--- src/rtl/qspi_ram_responder.sv ---
// Quad-SPI (mode 0) target bridging 0x02 write / 0x0B fast-read commands onto a byte-wide RAM port.
// All QSPI inputs are resynchronised into the system clock domain; SCK must run at most clock/4.
module qspi_ram_responder #(
  parameter int ADDRESS_WIDTH = 16,
  parameter int DUMMY_NIBBLES = 2
) (
  input  logic                     clock,
  input  logic                     reset,
  input  logic                     qspi_clk,
  input  logic                     qspi_select,
  input  logic [3:0]               qspi_data_in,
  output logic [3:0]               qspi_data_out,
  output logic                     qspi_data_oe,
  output logic [ADDRESS_WIDTH-1:0] mem_addr,
  input  logic [7:0]               mem_rdata,
  output logic                     mem_re,
  output logic [7:0]               mem_wdata,
  output logic                     mem_we,
  output logic                     cmd_error
);

  typedef enum logic [2:0] {IDLE, CMD, ADDR, DUMMY, READ, WRITE, ERROR} state_t;

  state_t                   state;
  logic                     sck_s1, sck_s2, sck_prev;
  logic                     sel_s1, sel_s2, sel_prev;
  logic [3:0]               din_s1, din_s2;
  logic                     sck_rise, sck_fall, sel_fall;
  logic [7:0]               cnt;
  logic                     is_write;
  logic                     phase;
  logic [3:0]               cmd_hi;
  logic [3:0]               wr_hi;
  logic [3:0]               lo_nib;
  logic [ADDRESS_WIDTH-1:0] addr_sr;
  logic [ADDRESS_WIDTH+3:0] addr_shift;
  logic                     re_d;
  logic [7:0]               rbyte;

  assign sck_rise   = sck_s2 & ~sck_prev;
  assign sck_fall   = ~sck_s2 & sck_prev;
  assign sel_fall   = ~sel_s2 & sel_prev;
  assign addr_shift = {addr_sr, din_s2};

  always_ff @(posedge clock or posedge reset) begin
    if (reset) begin
      sck_s1   <= 1'b0;
      sck_s2   <= 1'b0;
      sck_prev <= 1'b0;
      sel_s1   <= 1'b1;
      sel_s2   <= 1'b1;
      sel_prev <= 1'b1;
      din_s1   <= 4'h0;
      din_s2   <= 4'h0;
    end else begin
      sck_s1   <= qspi_clk;
      sck_s2   <= sck_s1;
      sck_prev <= sck_s2;
      sel_s1   <= qspi_select;
      sel_s2   <= sel_s1;
      sel_prev <= sel_s2;
      din_s1   <= qspi_data_in;
      din_s2   <= din_s1;
    end
  end

  always_ff @(posedge clock or posedge reset) begin
    if (reset) begin
      state         <= IDLE;
      qspi_data_out <= 4'h0;
      qspi_data_oe  <= 1'b0;
      mem_addr      <= '0;
      mem_re        <= 1'b0;
      mem_wdata     <= 8'h00;
      mem_we        <= 1'b0;
      cmd_error     <= 1'b0;
      cnt           <= 8'd0;
      is_write      <= 1'b0;
      phase         <= 1'b0;
      cmd_hi        <= 4'h0;
      wr_hi         <= 4'h0;
      lo_nib        <= 4'h0;
      addr_sr       <= '0;
      re_d          <= 1'b0;
      rbyte         <= 8'h00;
    end else begin
      mem_re    <= 1'b0;
      mem_we    <= 1'b0;
      cmd_error <= 1'b0;
      re_d      <= mem_re;
      if (re_d) rbyte <= mem_rdata;
      // Select high wins over any SCK edge seen in the same clock; a half-assembled write byte is dropped.
      if (sel_s2 && state != IDLE) begin
        state        <= IDLE;
        qspi_data_oe <= 1'b0;
        cnt          <= 8'd0;
        phase        <= 1'b0;
      end else begin
        case (state)
          IDLE: if (sel_fall) begin
            state <= CMD;
            cnt   <= 8'd0;
          end
          CMD: if (sck_rise) begin
            cmd_hi <= din_s2;
            cnt    <= cnt + 8'd1;
            if (cnt == 8'd1) begin
              cnt <= 8'd0;
              if ({cmd_hi, din_s2} == 8'h02) begin
                is_write <= 1'b1;
                state    <= ADDR;
              end else if ({cmd_hi, din_s2} == 8'h0B) begin
                is_write <= 1'b0;
                state    <= ADDR;
              end else begin
                state     <= ERROR;
                cmd_error <= 1'b1;
              end
            end
          end
          ADDR: if (sck_rise) begin
            addr_sr <= addr_shift[ADDRESS_WIDTH-1:0];
            cnt     <= cnt + 8'd1;
            if (cnt == 8'd5) begin
              cnt      <= 8'd0;
              phase    <= 1'b0;
              mem_addr <= addr_shift[ADDRESS_WIDTH-1:0];
              if (is_write) begin
                state <= WRITE;
              end else begin
                state  <= DUMMY;
                mem_re <= 1'b1;
              end
            end
          end
          DUMMY: if (sck_rise) begin
            cnt <= cnt + 8'd1;
            if (cnt == 8'(DUMMY_NIBBLES - 1)) begin
              cnt   <= 8'd0;
              phase <= 1'b0;
              state <= READ;
            end
          end
          READ: if (sck_fall) begin
            // High nibble goes out while the next byte is prefetched; its low nibble is parked in lo_nib.
            if (!phase) begin
              qspi_data_out <= rbyte[7:4];
              lo_nib        <= rbyte[3:0];
              qspi_data_oe  <= 1'b1;
              mem_addr      <= mem_addr + ADDRESS_WIDTH'(1);
              mem_re        <= 1'b1;
              phase         <= 1'b1;
            end else begin
              qspi_data_out <= lo_nib;
              phase         <= 1'b0;
            end
          end
          WRITE: begin
            if (mem_we) mem_addr <= mem_addr + ADDRESS_WIDTH'(1);
            if (sck_rise) begin
              if (!phase) begin
                wr_hi <= din_s2;
                phase <= 1'b1;
              end else begin
                mem_wdata <= {wr_hi, din_s2};
                mem_we    <= 1'b1;
                phase     <= 1'b0;
              end
            end
          end
          ERROR: ;
          default: state <= IDLE;
        endcase
      end
    end
  end

endmodule

--- config.mk ---
export PLATFORM = sky130hd
export DESIGN_NAME = qspi_ram_responder
export DESIGN_NICKNAME = d
export VERILOG_FILES = /design/src/rtl/qspi_ram_responder.sv
export SDC_FILE = /design/constraint.sdc
export NUM_CORES = 1
export LEC_CHECK = 0
export ABC_AREA = 0
export BUFFER_PORTS_ARGS = -buffer_cell sky130_fd_sc_hd__buf_2
export CORE_MARGIN = 4
export CORE_UTILIZATION = 41
export CTS_CLUSTER_SIZE = 24
export DETAILED_ROUTE_END_ITERATION = 8
export PLACE_DENSITY_LB_ADDON = 0.15
export SKIP_CTS_REPAIR_TIMING = 1
export SLEW_MARGIN = 20
export SYNTH_ARGS = -nofsm -noshare
export SYNTH_HDL_FRONTEND = slang
export SYNTH_SLANG_ARGS = --single-unit
--- constraint.sdc ---
create_clock -name clock -period 2.5 [get_ports clock]
set_input_delay 0.125 -clock clock [delete_from_list [all_inputs] [get_ports clock]]
set_output_delay 0.125 -clock clock [all_outputs]
set_load 0.03 [all_outputs]
# Word level (Yosys, flattened, before mapping)
# Cells that the tools add are included.
[totals]
register_bits = 92
input_bits = 16
out_inout_bits = 32
wordCells = 142
[op_classes]
n_addsub = 2
n_eq_ne = 27
mux = 57
bitwise_logic = 8
reduce_logical = 23
[op_table]
columns = ["op", "count"]
rows = [
  ["16-bit two-way mux", 5],
  ["8-bit two-way mux", 6],
  ["16-bit case mux with 3 select lines", 1],
  ["3-bit two-way mux", 11],
  ["1-bit two-way mux", 29],
  ["3-bit inequality test, second input constant", 9],
  ["8-bit case mux with 3 select lines", 1],
  ["16-bit by 1-bit adder with 16-bit output, second input constant", 1],
  ["4-bit AND reduction", 4],
  ["3-bit case mux with 5 select lines", 1],
  ["7-bit AND reduction", 2],
  ["3-bit AND reduction", 4],
  ["2-bit inequality test, second input constant", 5],
  ["3-bit equality test, second input constant", 3],
  ["8-bit by 1-bit adder with 8-bit output, second input constant", 1],
  ["8-bit by 1-bit equality test with 1-bit output, second input constant", 1],
  ["8-bit by 2-bit equality test with 1-bit output, second input constant", 1],
  ["8-bit by 3-bit equality test with 1-bit output, second input constant", 1],
  ["8-bit by 4-bit equality test with 1-bit output, second input constant", 1],
  ["8-bit AND reduction", 1],
  ["3-bit by 2-bit equality test with 1-bit output, second input constant", 2],
  ["2-bit nonzero test", 3],
  ["3-bit nonzero test", 2],
  ["1-bit NOT", 5],
  ["14 further kinds", 17],
]

# Logic depth before layout (Yosys ltp)
# Gate-level depths: netlist of run 1.
[depth]
depth_word = 7
mapped_depth = 8
ltp_nobuf = 7

# Worst setup path before layout of run 1
# OpenSTA, ideal clock, no wires.
[synth_timing]
path_type = "reg-to-reg"
start = "register cnt[1]"
end = "register mem_addr[0]"
setup_ns = 0.123
t_arrival_ns = 2.099
t_required_ns = 2.377
setup_slack_ns = 0.278
stages_incl_launch_ff = 8
n_path_buf = 0
period_less_slack_ns = 2.222
cell_sequence = "dfrtp_1 inv_1 ha_1 or4b_4 or4_4 a21oi_4 a21oi_1 o221a_2"
[synth_between]
elab_chain_len = 3
[synth_rtl]
columns = ["item", "line", "text"]
rows = [
  ["start: declaration", "29", "logic [7:0] cnt;"],
  ["start signal: assignment", "106", "cnt <= cnt + 8'd1;"],
  ["start signal: assignment", "123", "cnt <= cnt + 8'd1;"],
  ["start signal: assignment", "137", "cnt <= cnt + 8'd1;"],
  ["8-bit by 3-bit equality test with 1-bit output", "124", "if (cnt == 8'd5) begin"],
  ["2-bit inequality test (no line)", "-", ""],
  ["7-bit AND reduction (no line)", "-", ""],
  ["end signal: assignment", "127", "mem_addr <= addr_shift[ADDRESS_WIDTH-1:0];"],
  ["end signal: assignment", "150", "mem_addr <= mem_addr + ADDRESS_WIDTH'(1);"],
  ["end signal: assignment", "159", "if (mem_we) mem_addr <= mem_addr + ADDRESS_WIDTH'(1);"],
  ["end: declaration", "14", "output logic [ADDRESS_WIDTH-1:0] mem_addr,"],
]
# No other way between the ends.
# A chain may end at the register's enable or synchronous reset.

# Worst setup path after layout of run 1
# Ends and elaborated chain as after synthesis.

==> impl_metrics.prom, run 1 <==
# TYPE chip_impl_metric gauge
chip_impl_metric{name="hold_slack",unit="ns"} 0.354
chip_impl_info{name="cp-start-kind",value="flip-flop"} 1
chip_impl_info{name="timing.critical_path.to_type",value="flip-flop"} 1
chip_impl_metric{name="synth.net_count",unit=""} 400
chip_impl_metric{name="final-seq-area",unit="um^2"} 2310
chip_impl_metric{name="synth-edff-count",unit=""} 0
chip_impl_metric{name="grt_use_total",unit="%"} 15.9
chip_impl_metric{name="fin_worst_skew",unit="ns"} 0.00939
chip_impl_metric{name="hpwlAfterDp",unit="um"} 6090
chip_impl_metric{name="pins_over_their_slew_limit",unit=""} 0
chip_impl_metric{name="die_height",unit="um"} 109
chip_impl_info{name="synth_top_area_cell",value="sky130_fd_sc_hd__dfrtp_1"} 1
chip_impl_metric{name="final_util",unit="%"} 50.9
chip_impl_metric{name="via_per_inst",unit=""} 5.34
chip_impl_metric{name="synth-async-reset-ratio",unit="%"} 100
chip_impl_metric{name="cp_max_fo",unit=""} 7
chip_impl_info{name="grt_setup_unrepaired",value="false"} 1
chip_impl_metric{name="dr_total_vias",unit=""} 3152
chip_impl_info{name="slowest_stage",value="sky130_fd_sc_hd__or4_4"} 1
chip_impl_metric{name="peakVddDrop",unit="uV"} 383
chip_impl_metric{name="drt_pre_antenna_iters",unit=""} 4
chip_impl_metric{name="yosys_register_bits",unit=""} 92
chip_impl_metric{name="max_clock_freq",unit="MHz"} 421
chip_impl_metric{name="post_synthesis_cell_count",unit=""} 381
chip_impl_metric{name="detail_route.drc_violations",unit=""} 0
chip_impl_metric{name="grt-ovfl-total",unit=""} 0
chip_impl_metric{name="first_pass_grt_wire_length",unit="um"} 14900
chip_impl_metric{name="areaGrowthSynthToFinish",unit="%"} 19.8
chip_impl_metric{name="drive_above_1_share",unit="%"} 29.8
chip_impl_metric{name="finish.cell_count_without_fillers",unit=""} 590
chip_impl_metric{name="design.core.area",unit="um^2"} 9910
chip_impl_info{name="hold_class",value="flip-flop to flip-flop"} 1
chip_impl_metric{name="wire_per_inst",unit="um"} 14.9
chip_impl_metric{name="yosys.area.top_type_share",unit="%"} 52.9
chip_impl_metric{name="clk_pin_slew",unit="ns"} 0.10
chip_impl_info{name="clockRootBuffer",value="sky130_fd_sc_hd__clkbuf_8"} 1
chip_impl_metric{name="multi_input_logic_area",unit="um^2"} 1800
chip_impl_metric{name="power.density",unit="nW/um^2"} 755
chip_impl_metric{name="ys_seq_area_share",unit="%"} 54.8
chip_impl_metric{name="preCtsSetupSlack",unit="ns"} 0.121
chip_impl_metric{name="total_nets_final",unit=""} 471
chip_impl_metric{name="antenna_cells",unit=""} 0
chip_impl_metric{name="timing_hold_violations_final",unit=""} 0
chip_impl_metric{name="count_of_buffers_from_port_buffering",unit=""} 47
chip_impl_metric{name="post-layout-total-power",unit="mW"} 3.81
chip_impl_metric{name="floorplan_die_area",unit="um^2"} 12000
chip_impl_metric{name="synth.distinct_cells",unit=""} 56
chip_impl_metric{name="wp_data_arrival",unit="ns"} 2.64
chip_impl_metric{name="dpl-instance-area",unit="um^2"} 4640
chip_impl_metric{name="min_period_over_period",unit="%"} 94.9
chip_impl_metric{name="cap_violations",unit=""} 0
chip_impl_metric{name="htreeDepth",unit=""} 3
chip_impl_metric{name="antenna_violations_before_repair",unit=""} 0
chip_impl_metric{name="leakage",unit="nW"} 2.37
chip_impl_metric{name="finalWorstPathRequiredPeriod",unit="ns"} 2.37
chip_impl_metric{name="num-fill-cells",unit=""} 894
chip_impl_metric{name="global_placement_routability_congestion",unit=""} 0.881
chip_impl_info{name="postSynth.topFlopCell",value="sky130_fd_sc_hd__dfrtp_1"} 1
chip_impl_metric{name="insertion_delay_to_the_later_sink_of_the_worst_skew_pair",unit="ns"} 0.37
chip_impl_metric{name="wirelength",unit="um"} 8810
chip_impl_info{name="yosysMostFrequentCell",value="sky130_fd_sc_hd__dfrtp_1"} 1
chip_impl_metric{name="syn_area",unit="um^2"} 4210
chip_impl_metric{name="fin_tns_setup",unit="ns"} 0
chip_impl_metric{name="final.setup.worst_slack",unit="ns"} 0.126
chip_impl_metric{name="die_width",unit="um"} 109
chip_impl_info{name="synth_common_cells",value="sky130_fd_sc_hd__dfrtp_1 (89), sky130_fd_sc_hd__nand2_1 (44), sky130_fd_sc_hd__mux2_2 (38)"} 1
chip_impl_metric{name="tritoncts.num_buffers",unit=""} 9
chip_impl_metric{name="clock_sinks",unit=""} 92
chip_impl_metric{name="worst_pin_slew",unit="ns"} 0.486
chip_impl_metric{name="largest_net_degree_at_the_start_of_global_routing",unit=""} 93
chip_impl_info{name="clock_tree_from_tritoncts",value="built"} 1
chip_impl_metric{name="final_area",unit="um^2"} 5040
chip_impl_metric{name="start_util",unit="%"} 42.5
chip_impl_metric{name="place.detailed.instances",unit=""} 557
chip_impl_metric{name="relative_slew_slack",unit="%"} 67.1
chip_impl_metric{name="setup_viol",unit=""} 0
chip_impl_metric{name="synth.avg_cell_area",unit="um^2"} 11.1
chip_impl_info{name="synth.area.top_cells",value="sky130_fd_sc_hd__dfrtp_1 (53%), sky130_fd_sc_hd__mux2_2 (10%), sky130_fd_sc_hd__nand2_1 (3.9%)"} 1
chip_impl_info{name="worstPathCellList",value="inv_1 -> ha_1 -> or4b_4 -> or4_4 -> a21oi_4 -> a21oi_1 -> o221a_2"} 1
chip_impl_metric{name="floorplan.rows",unit=""} 36
chip_impl_info{name="path_class",value="flip-flop to flip-flop"} 1
chip_impl_metric{name="drt_first_iter_violations",unit=""} 214
chip_impl_metric{name="ys.warnings.count",unit=""} 0
chip_impl_metric{name="clock_tree.buffer_depth",unit=""} 2
chip_impl_metric{name="first_global_vias",unit=""} 3058
chip_impl_metric{name="critical-path-max-stage-delay",unit="ns"} 0.54
chip_impl_metric{name="timing.critical_path.required",unit="ns"} 2.76
chip_impl_metric{name="detail-route-antenna-nets",unit=""} 0
chip_impl_info{name="status",value="completed"} 1
chip_impl_metric{name="io_pins",unit=""} 48
## cell type report
cell class / instances / share of cell area, %
flip-flops and latches: 92 / 45.7
clock buffers: 9 / 2.46
clock inverters: 7 / 2.13
inverters: 9 / 0.744
repair buffers: 76 / 10.0
multi-input cells: 264 / 35.6
well taps: 133 / 3.30
## where the power goes
| group | total, mW | switching, mW | internal [mW] |
|---|---|---|---|
| combinational | 0.845 | 0.502 | 0.343 |
| sequential | 1.82 | 0.164 | 1.66 |
| clock | 1.15 | 0.566 | 0.580 |
## registers in the layout (all words and copies together), names as in the netlist, 3 cells and up
name,flops
addr_sr,12
cmd_hi,4
cnt,8
din_s1,4
din_s2,4
lo_nib,4
mem_addr,16
mem_wdata,8
qspi_data_out,4
rbyte,8
state,3
wr_hi,4
## cell families (layout without fill, tap and decap cells)
kind of cell | Yosys count | after routing | share of synthesized area (%)
buf+inv | 25 | 101 | 2.58
flops | 92 | 92 | 54.8
fa+ha+maj | 3 | 3 | 0.891
simple gates | 126 | 126 | 15.5
compound gates | 91 | 91 | 14.7
xor+xnor | 2 | 2 | 0.416
mux | 42 | 42 | 11.1
## cell usage in the layout, fill, tap and decap left out, drive strengths merged, types with 4 or more instances in the layout
master and count:
nand3b 4, mux2i 4, or2 5, inv 10, a211oi 5, dlygate4sd3 15
mux2 38, a21oi 21, o211ai 4, a22o 5, nand2 44, nor2b 13
o21ai 26, nand4 5, dfrtp 89, and3 5, clkbuf 9, nor3 7
nand3 6, buf 61, nor2 21, o22ai 4
## final timing paths
kind,slack (ns),from,cells past startpoint,to
worst max-delay path,0.13,cnt[1]$_DFFE_PP0P_,7,mem_addr[0]$_DFFE_PP0P_
worst min-delay path,0.35,din_s1[0]$_DFF_PP0_,0,din_s2[0]$_DFF_PP0_
worst max register to register,0.13,cnt[1]$_DFFE_PP0P_,7,mem_addr[0]$_DFFE_PP0P_
worst min register to register,0.35,din_s1[0]$_DFF_PP0_,0,din_s2[0]$_DFF_PP0_
max in group asynchronous,1.70,reset,4,sel_s1$_DFF_PP1_
min in group asynchronous,0.44,reset,4,addr_sr[6]$_DFFE_PP0P_
## routing by layer
metal | GRT usage (%) | share of wire (%) | up-vias
met2 | 24.8 | 47 | 72
met3 | 3.17 | 4.5 | 11
met1 | 21.5 | 47 | 1536
met4 | 6.95 | 1.6 | 0
li1 | - | - | 1533
met5 | 0 | 0 | -
## critical path: cells and delay by family (launching register included)
family                   cells  cell delay (ns)
AND/OR/NAND/NOR              2             1.02
AO/OA/AOI/OAI                3             0.62
flip-flops                   1             0.40
adder cells (fa/ha/maj)      1             0.15
buffers and inverters        1             0.08
Power figures use the tool's default switching activity.
==> inputs of run 2 (changes only) <==
ABC_AREA = 1   (was 0)
==> run 2 against run 1 <==
The run now ends with negative hold slack left. Sequential cell count is the same. Sequential power rose by 23%. Non-clock buffer count decreased by 11. Critical path type unchanged. Final area rose by 2.7%.
==> impl_metrics.prom, run 2 <==
# TYPE chip_impl_metric gauge
chip_impl_info{name="status",value="finished with violations"} 1
chip_impl_info{name="violations",value="negative hold slack"} 1
chip_impl_metric{name="antenna_cells",unit=""} 0
chip_impl_metric{name="peakVddDrop",unit="uV"} 354
chip_impl_metric{name="areaGrowthSynthToFinish",unit="%"} 14.8
chip_impl_info{name="grt_setup_unrepaired",value="false"} 1
chip_impl_metric{name="global_placement_routability_congestion",unit=""} 0.909
chip_impl_metric{name="synth-async-reset-ratio",unit="%"} 100
chip_impl_metric{name="wire_per_inst",unit="um"} 12.6
chip_impl_metric{name="grt-ovfl-total",unit=""} 0
chip_impl_info{name="timing.critical_path.to_type",value="flip-flop"} 1
chip_impl_metric{name="number_of_cells_on_the_worst_reg_to_reg_path",unit=""} 9
chip_impl_metric{name="grt_use_total",unit="%"} 16.7
chip_impl_metric{name="syn_area",unit="um^2"} 4510
chip_impl_metric{name="total_nets_final",unit=""} 666
chip_impl_metric{name="cap_violations",unit=""} 0
chip_impl_info{name="clock_tree_from_tritoncts",value="built"} 1
chip_impl_metric{name="first_pass_grt_wire_length",unit="um"} 17300
chip_impl_metric{name="die_width",unit="um"} 113
chip_impl_metric{name="htreeDepth",unit=""} 3
chip_impl_info{name="reg2reg_to",value="mem_addr[0]$_DFFE_PP0P_"} 1
chip_impl_info{name="most-common-layout-cells",value="sky130_fd_sc_hd__nand2_1 (197), sky130_fd_sc_hd__dfrtp_1 (89), sky130_fd_sc_hd__o21ai_0 (62)"} 1
chip_impl_metric{name="max_reg_flops",unit=""} 16
chip_impl_metric{name="die_height",unit="um"} 113
chip_impl_info{name="layout_commonest_cell",value="sky130_fd_sc_hd__nand2_1"} 1
chip_impl_info{name="register_containing_the_most_flip_flops_in_the_final_layout",value="mem_addr"} 1
chip_impl_metric{name="setup_viol",unit=""} 0
chip_impl_info{name="hold_wc_startpoint",value="mem_rdata[4]"} 1
chip_impl_info{name="hold-path-endpoint",value="rbyte[4]$_DFFE_PP0P_"} 1
chip_impl_metric{name="fin_worst_skew",unit="ns"} 0.0178
chip_impl_metric{name="post-layout-total-power",unit="mW"} 5.00
chip_impl_metric{name="drt_first_iter_violations",unit=""} 202
chip_impl_metric{name="minimum_setup_slack_among_reg_to_reg_paths",unit="ns"} 0.49
chip_impl_metric{name="first_global_vias",unit=""} 3644
chip_impl_metric{name="start_util",unit="%"} 41.8
chip_impl_info{name="synth_common_cells",value="sky130_fd_sc_hd__nand2_1 (197), sky130_fd_sc_hd__dfrtp_1 (89), sky130_fd_sc_hd__o21ai_0 (62)"} 1
chip_impl_metric{name="io_pins",unit=""} 48
chip_impl_metric{name="ys_seq_area_share",unit="%"} 51.1
chip_impl_metric{name="tritoncts.num_buffers",unit=""} 9
chip_impl_metric{name="fin_tns_setup",unit="ns"} 0
chip_impl_info{name="clockRootBuffer",value="sky130_fd_sc_hd__clkbuf_8"} 1
chip_impl_metric{name="via_per_inst",unit=""} 4.87
chip_impl_metric{name="largest_net_degree_at_the_start_of_global_routing",unit=""} 36
chip_impl_metric{name="detail-route-antenna-nets",unit=""} 0
chip_impl_metric{name="dr_total_vias",unit=""} 3855
chip_impl_info{name="postSynth.topFlopCell",value="sky130_fd_sc_hd__dfrtp_1"} 1
chip_impl_metric{name="min_period_over_period",unit="%"} 80.4
chip_impl_metric{name="synth-edff-count",unit=""} 0
chip_impl_info{name="yosysMostFrequentCell",value="sky130_fd_sc_hd__nand2_1"} 1
chip_impl_info{name="rr_startpoint",value="state[0]$_DFFE_PP0P_"} 1
chip_impl_metric{name="drt_pre_antenna_iters",unit=""} 5
chip_impl_metric{name="clock_sinks",unit=""} 92
chip_impl_metric{name="floorplan_die_area",unit="um^2"} 12700
chip_impl_metric{name="synth.distinct_cells",unit=""} 29
chip_impl_metric{name="wirelength",unit="um"} 10000
chip_impl_metric{name="antenna_violations_before_repair",unit=""} 0
chip_impl_metric{name="hold_depth",unit=""} 3
chip_impl_metric{name="floorplan.rows",unit=""} 38
chip_impl_metric{name="synth.avg_cell_area",unit="um^2"} 7.74
chip_impl_metric{name="max_clock_freq",unit="MHz"} 498
chip_impl_info{name="path_class",value="flip-flop to flip-flop"} 1
chip_impl_metric{name="detail_route.drc_violations",unit=""} 0
chip_impl_metric{name="cp_max_fo",unit=""} 17
chip_impl_info{name="cp-start-kind",value="flip-flop"} 1
chip_impl_metric{name="hpwlAfterDp",unit="um"} 7490
chip_impl_metric{name="clock_tree.buffer_depth",unit=""} 2
chip_impl_metric{name="pins_over_their_slew_limit",unit=""} 0
chip_impl_metric{name="worst_pin_slew",unit="ns"} 0.589
chip_impl_info{name="synth.area.top_cells",value="sky130_fd_sc_hd__dfrtp_1 (49%), sky130_fd_sc_hd__nand2_1 (16%), sky130_fd_sc_hd__o21ai_0 (6.9%)"} 1
chip_impl_metric{name="timing.critical_path.required",unit="ns"} 2.80
chip_impl_metric{name="power.density",unit="nW/um^2"} 965
chip_impl_metric{name="insertion_delay_to_the_later_sink_of_the_worst_skew_pair",unit="ns"} 0.37
chip_impl_metric{name="wp_data_arrival",unit="ns"} 2.31
chip_impl_metric{name="timing_hold_violations_final",unit=""} 2
chip_impl_metric{name="drive_above_1_share",unit="%"} 13.3
chip_impl_metric{name="design.core.area",unit="um^2"} 10800
chip_impl_metric{name="yosys.area.top_type_share",unit="%"} 49.3
chip_impl_metric{name="relative_slew_slack",unit="%"} 60.6
chip_impl_metric{name="synth.net_count",unit=""} 602
chip_impl_metric{name="count_of_buffers_from_port_buffering",unit=""} 47
chip_impl_metric{name="finalWorstPathRequiredPeriod",unit="ns"} 2.01
chip_impl_metric{name="ys.warnings.count",unit=""} 0
chip_impl_metric{name="hold_slack",unit="ns"} -0.0267
chip_impl_metric{name="leakage",unit="nW"} 2.64
chip_impl_info{name="synth_top_area_cell",value="sky130_fd_sc_hd__dfrtp_1"} 1
chip_impl_metric{name="clk_pin_slew",unit="ns"} 0.09
chip_impl_metric{name="post_synthesis_cell_count",unit=""} 583
chip_impl_info{name="hold_class",value="input port to flip-flop"} 1
chip_impl_info{name="largestRegisters",value="mem_addr x16, addr_sr x12"} 1
chip_impl_metric{name="yosys_register_bits",unit=""} 92
==> run 2: changes by cell type in the layout (fill, tap and decap cells not counted), moves of 6 or more <==
cell	before	now
sky130_fd_sc_hd__buf_4	12	5
sky130_fd_sc_hd__inv_1	8	60
sky130_fd_sc_hd__mux2_2	38	0
sky130_fd_sc_hd__nand2_1	44	197
sky130_fd_sc_hd__nand3_1	6	44
sky130_fd_sc_hd__nand4_1	5	11
sky130_fd_sc_hd__nor2_1	21	55
sky130_fd_sc_hd__nor2b_1	13	0
sky130_fd_sc_hd__o21ai_0	26	62
==> run 2: final cells by class <==
class                      instances  area [um^2]
timing repair buffer              65          403
clock buffer                      10          128
multi-input combinational        414         1880
tap                              140          175
fill                            1106         5610
inverter                          65          250
sequential                        92         2310
clock inverter                     6         40.0
==> run 2: cells by family after synthesis <==
family	after synthesis	share of synthesized area (%)
AO/OA/AOI/OAI	83	9.54
XOR/XNOR	4	0.776
adder cells (fa/ha/maj)	3	0.832
buffers and inverters	77	7.24
flip-flops	92	51.1
AND/OR/NAND/NOR	324	30.5
==> run 2: metal layers <==
layer	GRT usage (%)	wire, um	vias to the layer above
li1	-	-	1980
met1	22.8	4750	1798
met2	26.4	4690	58
met3	3.32	343	19
met4	6.65	235	0
met5	0	0	-
==> run 2: worst max-delay path, stage by stage, from the launching register on <==
cell,delay (ns)
sky130_fd_sc_hd__dfrtp_1,0.54
sky130_fd_sc_hd__nor2_4,0.25
sky130_fd_sc_hd__nand2_1,0.08
sky130_fd_sc_hd__nand2_1,0.31
sky130_fd_sc_hd__nand2_1,0.15
sky130_fd_sc_hd__nor2_4,0.15
sky130_fd_sc_hd__nand2_4,0.14
sky130_fd_sc_hd__inv_4,0.17
sky130_fd_sc_hd__nand2_1,0.06
sky130_fd_sc_hd__o21ai_1,0.07
==> run 2: worst max path at each step <==
stage	from	endpoint	depth (start not counted)
2_1_floorplan	mem_addr[1]$_DFFE_PP0P_	mem_addr[10]$_DFFE_PP0P_	8
3_3_place_gp	state[0]$_DFFE_PP0P_	mem_addr[13]$_DFFE_PP0P_	9
5_1_grt	state[0]$_DFFE_PP0P_	mem_addr[0]$_DFFE_PP0P_	9
3_5_place_dp	state[0]$_DFFE_PP0P_	mem_addr[0]$_DFFE_PP0P_	9
4_1_cts	state[0]$_DFFE_PP0P_	mem_addr[0]$_DFFE_PP0P_	9
6_report	state[0]$_DFFE_PP0P_	mem_addr[0]$_DFFE_PP0P_	9
==> run 2: power breakdown <==
group | internal (mW) | switching, mW | total, mW
logic | 0.604 | 1.28 | 1.89
clock network | 0.361 | 0.521 | 0.882
registers | 1.89 | 0.339 | 2.23
==> run 2: per-stage QoR <==
stage | cell area [um^2] | std cells | util (%) | worst slack, ns
after floorplan | 4520 | 583 | - | 0.892
after global placement | 4880 | 763 | 45.3 | 0.546
after detailed placement | 4880 | 763 | 45.3 | 0.509
after CTS | 5050 | 779 | 46.8 | 0.480
after global routing | 5180 | 792 | 48.0 | 0.327
final | 5180 | 792 | 48.0 | 0.491
==> inputs of run 3 (changes only) <==
clock period = 1.9 ns   (was 2.5 ns; I/O delays follow)
==> run 3 against run 2 <==
Clock skew hardly changed. The run now ends clean. Critical endpoint unchanged. Final cell count is 0.63% higher. Clock power is 51% higher. First-iteration DRC count is 35% higher. Global-route usage is 0.25 points lower.
==> impl_metrics.prom, run 3 (synthesis gave the netlist of run 2 again) <==
# TYPE chip_impl_metric gauge
chip_impl_metric{name="critical-path-max-stage-delay",unit="ns"} 0.48
chip_impl_info{name="register_containing_the_most_flip_flops_in_the_final_layout",value="mem_addr"} 1
chip_impl_metric{name="relative_slew_slack",unit="%"} 64.4
chip_impl_metric{name="finalWorstPathRequiredPeriod",unit="ns"} 1.71
chip_impl_metric{name="antenna_violations_before_repair",unit=""} 0
chip_impl_metric{name="clock_tree.buffer_depth",unit=""} 2
chip_impl_info{name="clock_tree_from_tritoncts",value="built"} 1
chip_impl_info{name="path_class",value="flip-flop to flip-flop"} 1
chip_impl_metric{name="sw_frac_of_total",unit="%"} 42.0
chip_impl_metric{name="finish.cell_count_without_fillers",unit=""} 797
chip_impl_metric{name="first_global_vias",unit=""} 3772
chip_impl_info{name="worst_path_most_repeated_cell",value="sky130_fd_sc_hd__nand2_1"} 1
chip_impl_metric{name="fin_tns_setup",unit="ns"} 0
chip_impl_metric{name="detail-route-antenna-nets",unit=""} 0
chip_impl_metric{name="floorplan_die_area",unit="um^2"} 12700
chip_impl_metric{name="min_period_over_period",unit="%"} 89.8
chip_impl_info{name="crit_path_leading_delay_family",value="simple AND/OR/NAND/NOR gates"} 1
chip_impl_metric{name="first_pass_grt_wire_length",unit="um"} 17300
chip_impl_info{name="reg2reg_to",value="mem_addr[0]$_DFFE_PP0P_"} 1
chip_impl_metric{name="detail_route.drc_violations",unit=""} 0
chip_impl_metric{name="io_pins",unit=""} 48
chip_impl_metric{name="cp_max_fo",unit=""} 17
chip_impl_metric{name="insertion_delay_to_the_later_sink_of_the_worst_skew_pair",unit="ns"} 0.37
chip_impl_metric{name="seqPwrFrac",unit="%"} 42.7
chip_impl_metric{name="max_clock_freq",unit="MHz"} 586
chip_impl_info{name="grt_setup_unrepaired",value="false"} 1
chip_impl_metric{name="drt_first_iter_violations",unit=""} 272
chip_impl_metric{name="minimum_setup_slack_among_reg_to_reg_paths",unit="ns"} 0.19
chip_impl_metric{name="count_of_buffers_from_port_buffering",unit=""} 47
chip_impl_metric{name="tritoncts.num_buffers",unit=""} 9
chip_impl_metric{name="clkPwrFrac",unit="%"} 19.6
chip_impl_info{name="clockRootBuffer",value="sky130_fd_sc_hd__clkbuf_8"} 1
chip_impl_metric{name="via_per_inst",unit=""} 4.87
chip_impl_metric{name="num-fill-cells",unit=""} 1062
chip_impl_metric{name="leakage",unit="nW"} 2.68
chip_impl_info{name="worstPathCellList",value="nor2_4 -> nand2_1 -> nand2_2 -> nand2_1 -> nor2_4 -> nand2_4 -> inv_6 -> nand2_1 -> o21ai_1"} 1
chip_impl_info{name="status",value="completed"} 1
chip_impl_metric{name="fin_worst_skew",unit="ns"} 0.0178
chip_impl_metric{name="areaGrowthSynthToFinish",unit="%"} 17.2
chip_impl_metric{name="drt_pre_antenna_iters",unit=""} 4
chip_impl_info{name="most-common-layout-cells",value="sky130_fd_sc_hd__nand2_1 (196), sky130_fd_sc_hd__dfrtp_1 (89), sky130_fd_sc_hd__o21ai_0 (62)"} 1
chip_impl_metric{name="power.internal",unit="mW"} 3.93
chip_impl_metric{name="post-layout-total-power",unit="mW"} 6.78
chip_impl_metric{name="worst-path-buf-inv",unit=""} 1
chip_impl_metric{name="total_nets_final",unit=""} 671
chip_impl_info{name="hold_wc_startpoint",value="din_s1[0]$_DFF_PP0_"} 1
chip_impl_metric{name="wirelength",unit="um"} 9950
chip_impl_metric{name="clock_sinks",unit=""} 92
chip_impl_metric{name="number_of_cells_on_the_worst_reg_to_reg_path",unit=""} 9
chip_impl_info{name="hold_class",value="flip-flop to flip-flop"} 1
chip_impl_metric{name="switchingPower",unit="mW"} 2.85
chip_impl_metric{name="antenna_cells",unit=""} 0
chip_impl_info{name="timing.critical_path.to_type",value="flip-flop"} 1
chip_impl_metric{name="pwr-share-comb",unit="%"} 37.6
chip_impl_metric{name="place.detailed.instances",unit=""} 766
chip_impl_metric{name="grt_use_total",unit="%"} 16.5
chip_impl_metric{name="peakVddDrop",unit="uV"} 467
chip_impl_metric{name="timing.critical_path.required",unit="ns"} 2.20
chip_impl_metric{name="hold_depth",unit=""} 0
chip_impl_metric{name="clk_pin_slew",unit="ns"} 0.10
chip_impl_metric{name="global_placement_routability_congestion",unit=""} 0.849
chip_impl_metric{name="worst_pin_slew",unit="ns"} 0.530
chip_impl_metric{name="htreeDepth",unit=""} 3
chip_impl_info{name="cp-start-kind",value="flip-flop"} 1
chip_impl_metric{name="timing_hold_violations_final",unit=""} 0
chip_impl_metric{name="grt-ovfl-total",unit=""} 0
chip_impl_metric{name="hpwlAfterDp",unit="um"} 7180
chip_impl_metric{name="cap_violations",unit=""} 0
chip_impl_info{name="hold-path-endpoint",value="din_s2[0]$_DFF_PP0_"} 1
chip_impl_info{name="rr_startpoint",value="state[1]$_DFFE_PP0P_"} 1
chip_impl_metric{name="wp_data_arrival",unit="ns"} 2.01
chip_impl_metric{name="pins_over_their_slew_limit",unit=""} 0
chip_impl_metric{name="max_reg_flops",unit=""} 16
chip_impl_info{name="layout_commonest_cell",value="sky130_fd_sc_hd__nand2_1"} 1
chip_impl_metric{name="wire_per_inst",unit="um"} 12.5
chip_impl_info{name="largestRegisters",value="mem_addr x16, addr_sr x12"} 1
chip_impl_info{name="slowest_stage",value="sky130_fd_sc_hd__dfrtp_1"} 1
chip_impl_metric{name="dr_total_vias",unit=""} 3878
chip_impl_metric{name="design.core.area",unit="um^2"} 10800
chip_impl_metric{name="drive_above_1_share",unit="%"} 14.2
chip_impl_metric{name="die_height",unit="um"} 113
chip_impl_metric{name="power.density",unit="nW/um^2"} 1280
chip_impl_metric{name="floorplan.rows",unit=""} 38
chip_impl_metric{name="start_util",unit="%"} 41.8
chip_impl_metric{name="die_width",unit="um"} 113
chip_impl_metric{name="setup_viol",unit=""} 0
chip_impl_metric{name="largest_net_degree_at_the_start_of_global_routing",unit=""} 93
[run 3: metal layers]
layer	GRT usage, %	vias to the layer above	part of all wire, %	wire length (um)
met2	27.1	63	48	4770
met3	3.80	14	3.7	364
met5	0	-	0	0
met4	6.25	0	1.5	154
li1	-	1995	-	-
met1	21.3	1806	47	4660
[run 3: cell type report]
class | instances | area, um^2 | area share (%)
multi-input cells | 414 | 1890 | 35.6
inverters | 65 | 253 | 4.78
flip-flops and latches | 92 | 2310 | 43.6
clock inverters | 7 | 76.3 | 1.44
clock buffers | 9 | 124 | 2.34
well taps | 140 | 175 | 3.31
repair buffers | 70 | 470 | 8.89
[run 3: power groups by stage]
stage	combinational (mW)	clock, mW	sequential [mW]
2_1_floorplan	1.62	0	3.20
4_1_cts	2.54	1.38	2.90
6_report	2.55	1.33	2.90
5_1_grt	2.90	1.47	2.98
3_5_place_dp	2.53	0	2.94
3_3_place_gp	2.50	0	2.92
[run 3: worst max path at each step]
stage / startpoint / cells after the start / slack, ns / end
2_1_floorplan: mem_addr[1]$_DFFE_PP0P_ / 8 / 0.29 / mem_addr[10]$_DFFE_PP0P_
3_3_place_gp: state[1]$_DFFE_PP0P_ / 9 / 0.16 / mem_addr[13]$_DFFE_PP0P_
3_5_place_dp: state[1]$_DFFE_PP0P_ / 9 / 0.13 / mem_addr[0]$_DFFE_PP0P_
4_1_cts: state[1]$_DFFE_PP0P_ / 9 / 0.11 / mem_addr[0]$_DFFE_PP0P_
5_1_grt: cnt[1]$_DFFE_PP0P_ / 10 / 0.03 / mem_addr[5]$_DFFE_PP0P_
6_report: state[1]$_DFFE_PP0P_ / 9 / 0.19 / mem_addr[0]$_DFFE_PP0P_
[run 3: through the flow]
stage,cell area (um^2),hold WS [ns],setup WS [ns],util [%]
after floorplan,4520,0.0995,0.292,-
after global placement,4930,0.202,0.164,45.7
after detailed placement,4930,0.203,0.132,45.7
after CTS,5130,-0.195,0.109,47.6
after global routing,5290,0.360,0.0266,49.0
final,5290,0.353,0.194,49.0
